==> config.mk <==
export PLATFORM = sky130hd
export DESIGN_NAME = adder_sched
export DESIGN_NICKNAME = d
export VERILOG_FILES = /design/src/rtl/adder_sched.sv
export SDC_FILE = /design/constraint.sdc
export NUM_CORES = 1
export LEC_CHECK = 0
export ABC_AREA = 1
export BUFFER_PORTS_ARGS = -buffer_cell sky130_fd_sc_hd__buf_2
export CORE_MARGIN = 2
export CORE_UTILIZATION = 45
export CTS_CLUSTER_SIZE = 25
export DETAILED_ROUTE_END_ITERATION = 16
export PLACE_DENSITY = 0.71
export SYNTH_ARGS = -nofsm -noshare
export SYNTH_HDL_FRONTEND = slang
export SYNTH_SLANG_ARGS = --single-unit
export TNS_END_PERCENT = 1
==> constraint.sdc <==
create_clock -name clk -period 3.73 [get_ports clk]
set_clock_uncertainty 0.1 [all_clocks]
set_input_delay 0.5595 -clock clk [delete_from_list [all_inputs] [get_ports clk]]
set_output_delay 0.5595 -clock clk [all_outputs]
set_load 0.01 [all_outputs]
==> src/rtl/adder_sched.sv <==
// Round-robin scheduler sharing one 4-bit adder slice between two requesters.
// Each accepted add runs nibble-serially, LSB first, with the ripple carry held in a flop.
module adder_sched #(
    parameter int unsigned WIDTH = 8
) (
    input  logic             clk,
    input  logic             rst,
    input  logic [1:0]       req_valid,
    output logic [1:0]       req_ready,
    input  logic [WIDTH-1:0] req0_a,
    input  logic [WIDTH-1:0] req0_b,
    input  logic [WIDTH-1:0] req1_a,
    input  logic [WIDTH-1:0] req1_b,
    output logic             rsp_valid,
    input  logic             rsp_ready,
    output logic             rsp_id,
    output logic [WIDTH:0]   rsp_sum,
    output logic             busy
);

    localparam int unsigned N  = WIDTH / 4;
    localparam int unsigned CW = (N > 1) ? $clog2(N) : 1;

    typedef enum logic [1:0] {
        S_IDLE = 2'd0,
        S_RUN  = 2'd1,
        S_DONE = 2'd2
    } state_e;

    state_e           state_q, state_d;
    logic [WIDTH-1:0] a_q, a_d;
    logic [WIDTH-1:0] b_q, b_d;
    logic [WIDTH:0]   res_q, res_d;
    logic             carry_q, carry_d;
    logic [CW-1:0]    cnt_q, cnt_d;
    logic             id_q, id_d;
    logic             lg_q, lg_d;

    logic [1:0]       grant;
    logic [CW+1:0]    nib_idx;
    logic [3:0]       a_nib;
    logic [3:0]       b_nib;
    logic [4:0]       nib_sum;
    logic             last_nib;

    // Arbitration: a tie goes to the requester that was not granted last.
    always_comb begin
        grant = 2'b00;
        if (state_q == S_IDLE && !rst) begin
            case (req_valid)
                2'b01:   grant = 2'b01;
                2'b10:   grant = 2'b10;
                2'b11:   grant = lg_q ? 2'b01 : 2'b10;
                default: grant = 2'b00;
            endcase
        end
    end

    assign req_ready = grant;

    // Shared adder slice working on the current nibble.
    always_comb begin
        nib_idx  = {cnt_q, 2'b00};
        a_nib    = a_q[nib_idx +: 4];
        b_nib    = b_q[nib_idx +: 4];
        nib_sum  = {1'b0, a_nib} + {1'b0, b_nib} + {4'b0000, carry_q};
        last_nib = (cnt_q == CW'(N - 1));
    end

    always_comb begin
        state_d = state_q;
        a_d     = a_q;
        b_d     = b_q;
        res_d   = res_q;
        carry_d = carry_q;
        cnt_d   = cnt_q;
        id_d    = id_q;
        lg_d    = lg_q;

        case (state_q)
            S_IDLE: begin
                if (grant != 2'b00) begin
                    id_d    = grant[1];
                    lg_d    = grant[1];
                    a_d     = grant[1] ? req1_a : req0_a;
                    b_d     = grant[1] ? req1_b : req0_b;
                    carry_d = 1'b0;
                    cnt_d   = '0;
                    res_d   = '0;
                    state_d = S_RUN;
                end
            end
            S_RUN: begin
                res_d[nib_idx +: 4] = nib_sum[3:0];
                carry_d             = nib_sum[4];
                cnt_d               = cnt_q + CW'(1);
                if (last_nib) begin
                    res_d[WIDTH] = nib_sum[4];
                    cnt_d        = '0;
                    state_d      = S_DONE;
                end
            end
            S_DONE: begin
                if (rsp_ready) begin
                    state_d = S_IDLE;
                end
            end
            default: state_d = S_IDLE;
        endcase
    end

    always_ff @(posedge clk or posedge rst) begin
        if (rst) begin
            state_q <= S_IDLE;
        end else begin
            state_q <= state_d;
        end
    end

    // Reset leaves last grant at 1 so requester 0 wins the first tie.
    always_ff @(posedge clk or posedge rst) begin
        if (rst) begin
            a_q     <= '0;
            b_q     <= '0;
            res_q   <= '0;
            carry_q <= 1'b0;
            cnt_q   <= '0;
            id_q    <= 1'b0;
            lg_q    <= 1'b1;
        end else begin
            a_q     <= a_d;
            b_q     <= b_d;
            res_q   <= res_d;
            carry_q <= carry_d;
            cnt_q   <= cnt_d;
            id_q    <= id_d;
            lg_q    <= lg_d;
        end
    end

    assign rsp_valid = (state_q == S_DONE);
    assign busy      = (state_q != S_IDLE);
    assign rsp_sum   = res_q;
    assign rsp_id    = id_q;

endmodule

**Word-level counts from Yosys, hierarchy flattened**

Index checks and enable logic that the tools add are counted.
Widths: inputs -> output; s select.

- $add $sub $neg: 4
- Multipliers: 0
- Div/mod/pow operators: 0
- Magnitude comparators: 0
- Equality and inequality tests: 8
- Shifts and indexed selects: 4
- Mux-type cells: 17
- Bitwise logic cells: 0
- Reduce and logical (&&, ||, !) cells: 9

Operators with widths:

| kind | count |
|---|---|
| $pmux 9 s2 | 1 |
| $mux 8 | 2 |
| $shiftx 8x4->4 | 2 |
| $pmux 2 s3 | 2 |
| $mux 2 | 5 |
| $bwmux 9 | 1 |
| $mux 9 | 1 |
| $shift 4x5->9 const A | 1 |
| $shiftx 4x5->9 | 1 |
| $eq 2x2->1 const B | 3 |
| $reduce_bool 2->1 | 3 |
| $add 4x4->5 | 1 |
| $add 5x1->5 | 1 |
| $neg 3->5 | 1 |
| $eq 2x1->1 const B | 2 |
| $ne 2x1->1 const B | 2 |
| $pmux 1 s2 | 2 |
| $reduce_and 2->1 | 2 |
| $mux 1 | 3 |
| $reduce_and 3->1 | 1 |
| $logic_not 2->1 | 1 |
| $ne 2x2->1 const B | 1 |
| $add 1x1->1 const B | 1 |
| $logic_and 1x1->1 | 1 |
| $logic_not 1->1 | 1 |

- Bits in registers: 31
- Latch bits: 0
- RAM bits: 0
- Bits in read-only memories: 0
- Memories: 0

**Depth between registers and ports, before layout**

- Word-level depth: 7
- Depth in mapped cells: 10
- Depth with buffers taken out: 9

**Worst setup path before layout**

Ideal clock, no wire load.

- Path type: in2out
- Start point: input port rst
- End point: output port req_ready[1]
- Arrival: 1.825 ns
- Path slack: 1.246 ns
- Stages: 4
- Path buffers: 1
- Cells stage by stage: inv_1 nand2_2 nor2_8 buf_4

- Cells in the longest elaborated chain, start to end: 3

Ends and longest elaborated chain:

| what | RTL line | text |
|---|---|---|
| start, declared | 7 | `input logic rst,` |
| $logic_not 1->1 (no line) | -- |  |
| $logic_and 1x1->1 | 49 | `if (state_q == S_IDLE && !rst) begin` |
| $mux 2 | 49 |  |
| end, declared | 9 | `output logic [1:0] req_ready,` |

No other way between the ends.

**Worst setup path after layout**

Ends and elaborated chain as after synthesis.

==> results.json <==
{
  "die_h_um": 66.7,
  "rr_startpoint": "cnt_q",
  "grt-ovfl-total": 0,
  "routabilityCongestion": 0.844,
  "synth_top_area_share": 0.425,
  "crit_family": "buffers and inverters",
  "ys_seq_area_frac": 0.439,
  "crit_required_ps": 3070,
  "antenna_found_initial": 0,
  "cp.arrival_ps": 1790,
  "first_pass_iters": 4,
  "crit_buf_inv": 3,
  "post_cts_buffers": 0,
  "drt-initial-drc-count": 78,
  "via_per_inst": 4.53,
  "cp.depth": 5,
  "hold_viol": 0,
  "path_cells": "buf_2 > inv_1 > nand2_2 > nor2_8 > buf_2",
  "drv_cap": 0,
  "startpoint_type": "input port",
  "pwr-share-seq": 0.363,
  "slowest_delay_ps": 480,
  "grt_first_pass_wirelength_um": 5770,
  "synth_cells": 250,
  "core_sq_um": 3720,
  "r2r_cells": 9,
  "p_int_mw": 0.913,
  "setup_viol": 0,
  "max_clock_freq_mhz": 408,
  "wl_um": 3420,
  "grt_pass1_vias": 1439,
  "crit_start": "rst",
  "power_switching_mw": 0.702,
  "pin_count": 51,
  "grt_max_degree": 25,
  "rsz0062_at_grt": "no",
  "critPathCaptureType": "output port",
  "vdd_drop_max_v": 0.000306,
  "p_clk_frac": 0.155,
  "maxSlewViolCount": 0,
  "syn_nets": 292,
  "whs_ps": 266,
  "min_path_type": "in2async",
  "htreeDepth": 2,
  "clock-sinks": 31,
  "powerDensity_nw_per_um2": 759,
  "drt.antenna.violating_nets": 0,
  "cts.path.max_buffers": 2,
  "clk_pin_slew_ps": 60,
  "worstSkewPairLatency_ps": 280,
  "cts_tree": "done",
  "layout-drive-gt1-share": 0.221,
  "post_cts_resized": 0,
  "synth_area_per_cell_sq_um": 7.07,
  "synth_top_area_cell": "dfrtp_1",
  "crit_top_cell": "buf_2",
  "cts_buffers": 5,
  "leakage_nw": 1.36,
  "status": "finished, final reports clean",
  "vias": 1590,
  "die-width_um": 66.7,
  "fp.dieArea_sq_um": 4450,
  "crit_path_end": "req_ready[1]",
  "drc": 0,
  "swShare": 0.435,
  "reg2reg_slack_ps": 1290,
  "initial_utilization": 0.476,
  "rows": 22,
  "clock-root-buffer": "clkbuf_8",
  "diodes": 0,
  "crit_type": "in2out",
  "hpwl_um": 2570,
  "syn-cell-area_sq_um": 1770,
  "slowest_stage": "inv_1",
  "area_growth_pct": 20.4,
  "final_common_cell": "nand2_1",
  "relSlewSlack": 0.357,
  "min_period_ps": 2450,
  "fin_util": 0.573,
  "tightest_slew_ps": 962,
  "p_comb_frac": 0.482,
  "timing.rr.end": "carry_q",
  "nets": 344,
  "final.period_utilization": 0.657,
  "cp_max_fo": 18,
  "yosys_warnings": 0,
  "portBuffers": 50,
  "ctsHoldBuffers": 0,
  "synth_area_leaders": "dfrtp_1, nand2_1, inv_1",
  "synth_seq_cells": 31,
  "final_cell_mix": "nand2_1, buf_2, inv_1",
  "grt_util_all_layers": 0.171,
  "tns_ps": 0,
  "wl_per_cell_um": 9.74,
  "yosysUniqueCellTypes": 25
}
## routing by layer
metal  part of all wire  track usage
met5                  0            0
met4              0.026       0.0969
met3              0.058       0.0253
met2               0.44        0.281
met1               0.47        0.215
## power by group through the flow
stage	registers (mW)	clock network, mW	logic, mW
after CTS	0.588	0.255	0.788
final	0.586	0.250	0.779
after detailed placement	0.590	0	0.782
after floorplan	0.577	0	0.599
after global routing	0.605	0.264	0.896
after global placement	0.587	0	0.769
## stage by stage
| stage | power, mW | std cells | worst slack, ps | cell area, sq um |
|---|---|---|---|---|
| 2_1_floorplan | 1.18 | 250 | 1250 | 1770 |
| 3_3_place_gp | 1.36 | 343 | 1210 | 2050 |
| 3_5_place_dp | 1.37 | 343 | 1120 | 2050 |
| 4_1_cts | 1.63 | 351 | 1230 | 2130 |
| 5_1_grt | 1.76 | 351 | 1080 | 2130 |
| 6_report | 1.62 | 351 | 1280 | 2130 |
## area by class of cell
| type | instances | area [sq um] |
|---|---|---|
| Fill cell | 393 | 1590 |
| Multi-Input combinational cell | 168 | 785 |
| Sequential cell | 31 | 777 |
| Timing Repair Buffer | 51 | 258 |
| Inverter | 45 | 169 |
| Clock buffer | 8 | 80.1 |
| Tap cell | 48 | 60.1 |
## cell usage after synthesis, drive strengths merged
| master | n |
|---|---|
| nand2 | 121 |
| or2 | 1 |
| o21bai | 1 |
| o21ai | 2 |
| o31ai | 1 |
| nand3 | 26 |
| a21oi | 2 |
| dfrtp | 30 |
| fa | 2 |
| clkbuf | 1 |
| o211ai | 1 |
| inv | 45 |
| buf | 5 |
| ha | 3 |
| xnor2 | 1 |
| dfstp | 1 |
| nor2 | 7 |
## kinds of logic (layout without fill, tap and decap cells)
family,after synthesis,in the layout,synth area share
AO/OA/AOI/OAI,7,7,0.0269
XOR/XNOR,1,1,0.00495
adder cells (fa/ha/maj),5,5,0.0439
buffers and inverters,51,104,0.117
flip-flops,31,31,0.439
AND/OR/NAND/NOR,155,155,0.368
## state kept, by name, indices dropped and copies added, names as in the netlist
register / flops
lg_q: 1
a_q: 8
state_q: 2
rsp_id: 1
carry_q: 1
b_q: 8
rsp_sum: 9
cnt_q: 1
## how the worst min path moves through the flow
stage	startpoint	end	slack, ps
after global routing	rst	rsp_sum[6]	340
after global placement	rsp_id	rsp_id	350
after detailed placement	rsp_id	rsp_id	350
after floorplan	b_q[4]	b_q[4]	350
final	rst	rsp_sum[2]	270
after CTS	rst	rsp_sum[2]	280
(Power assumes the default switching activity.)
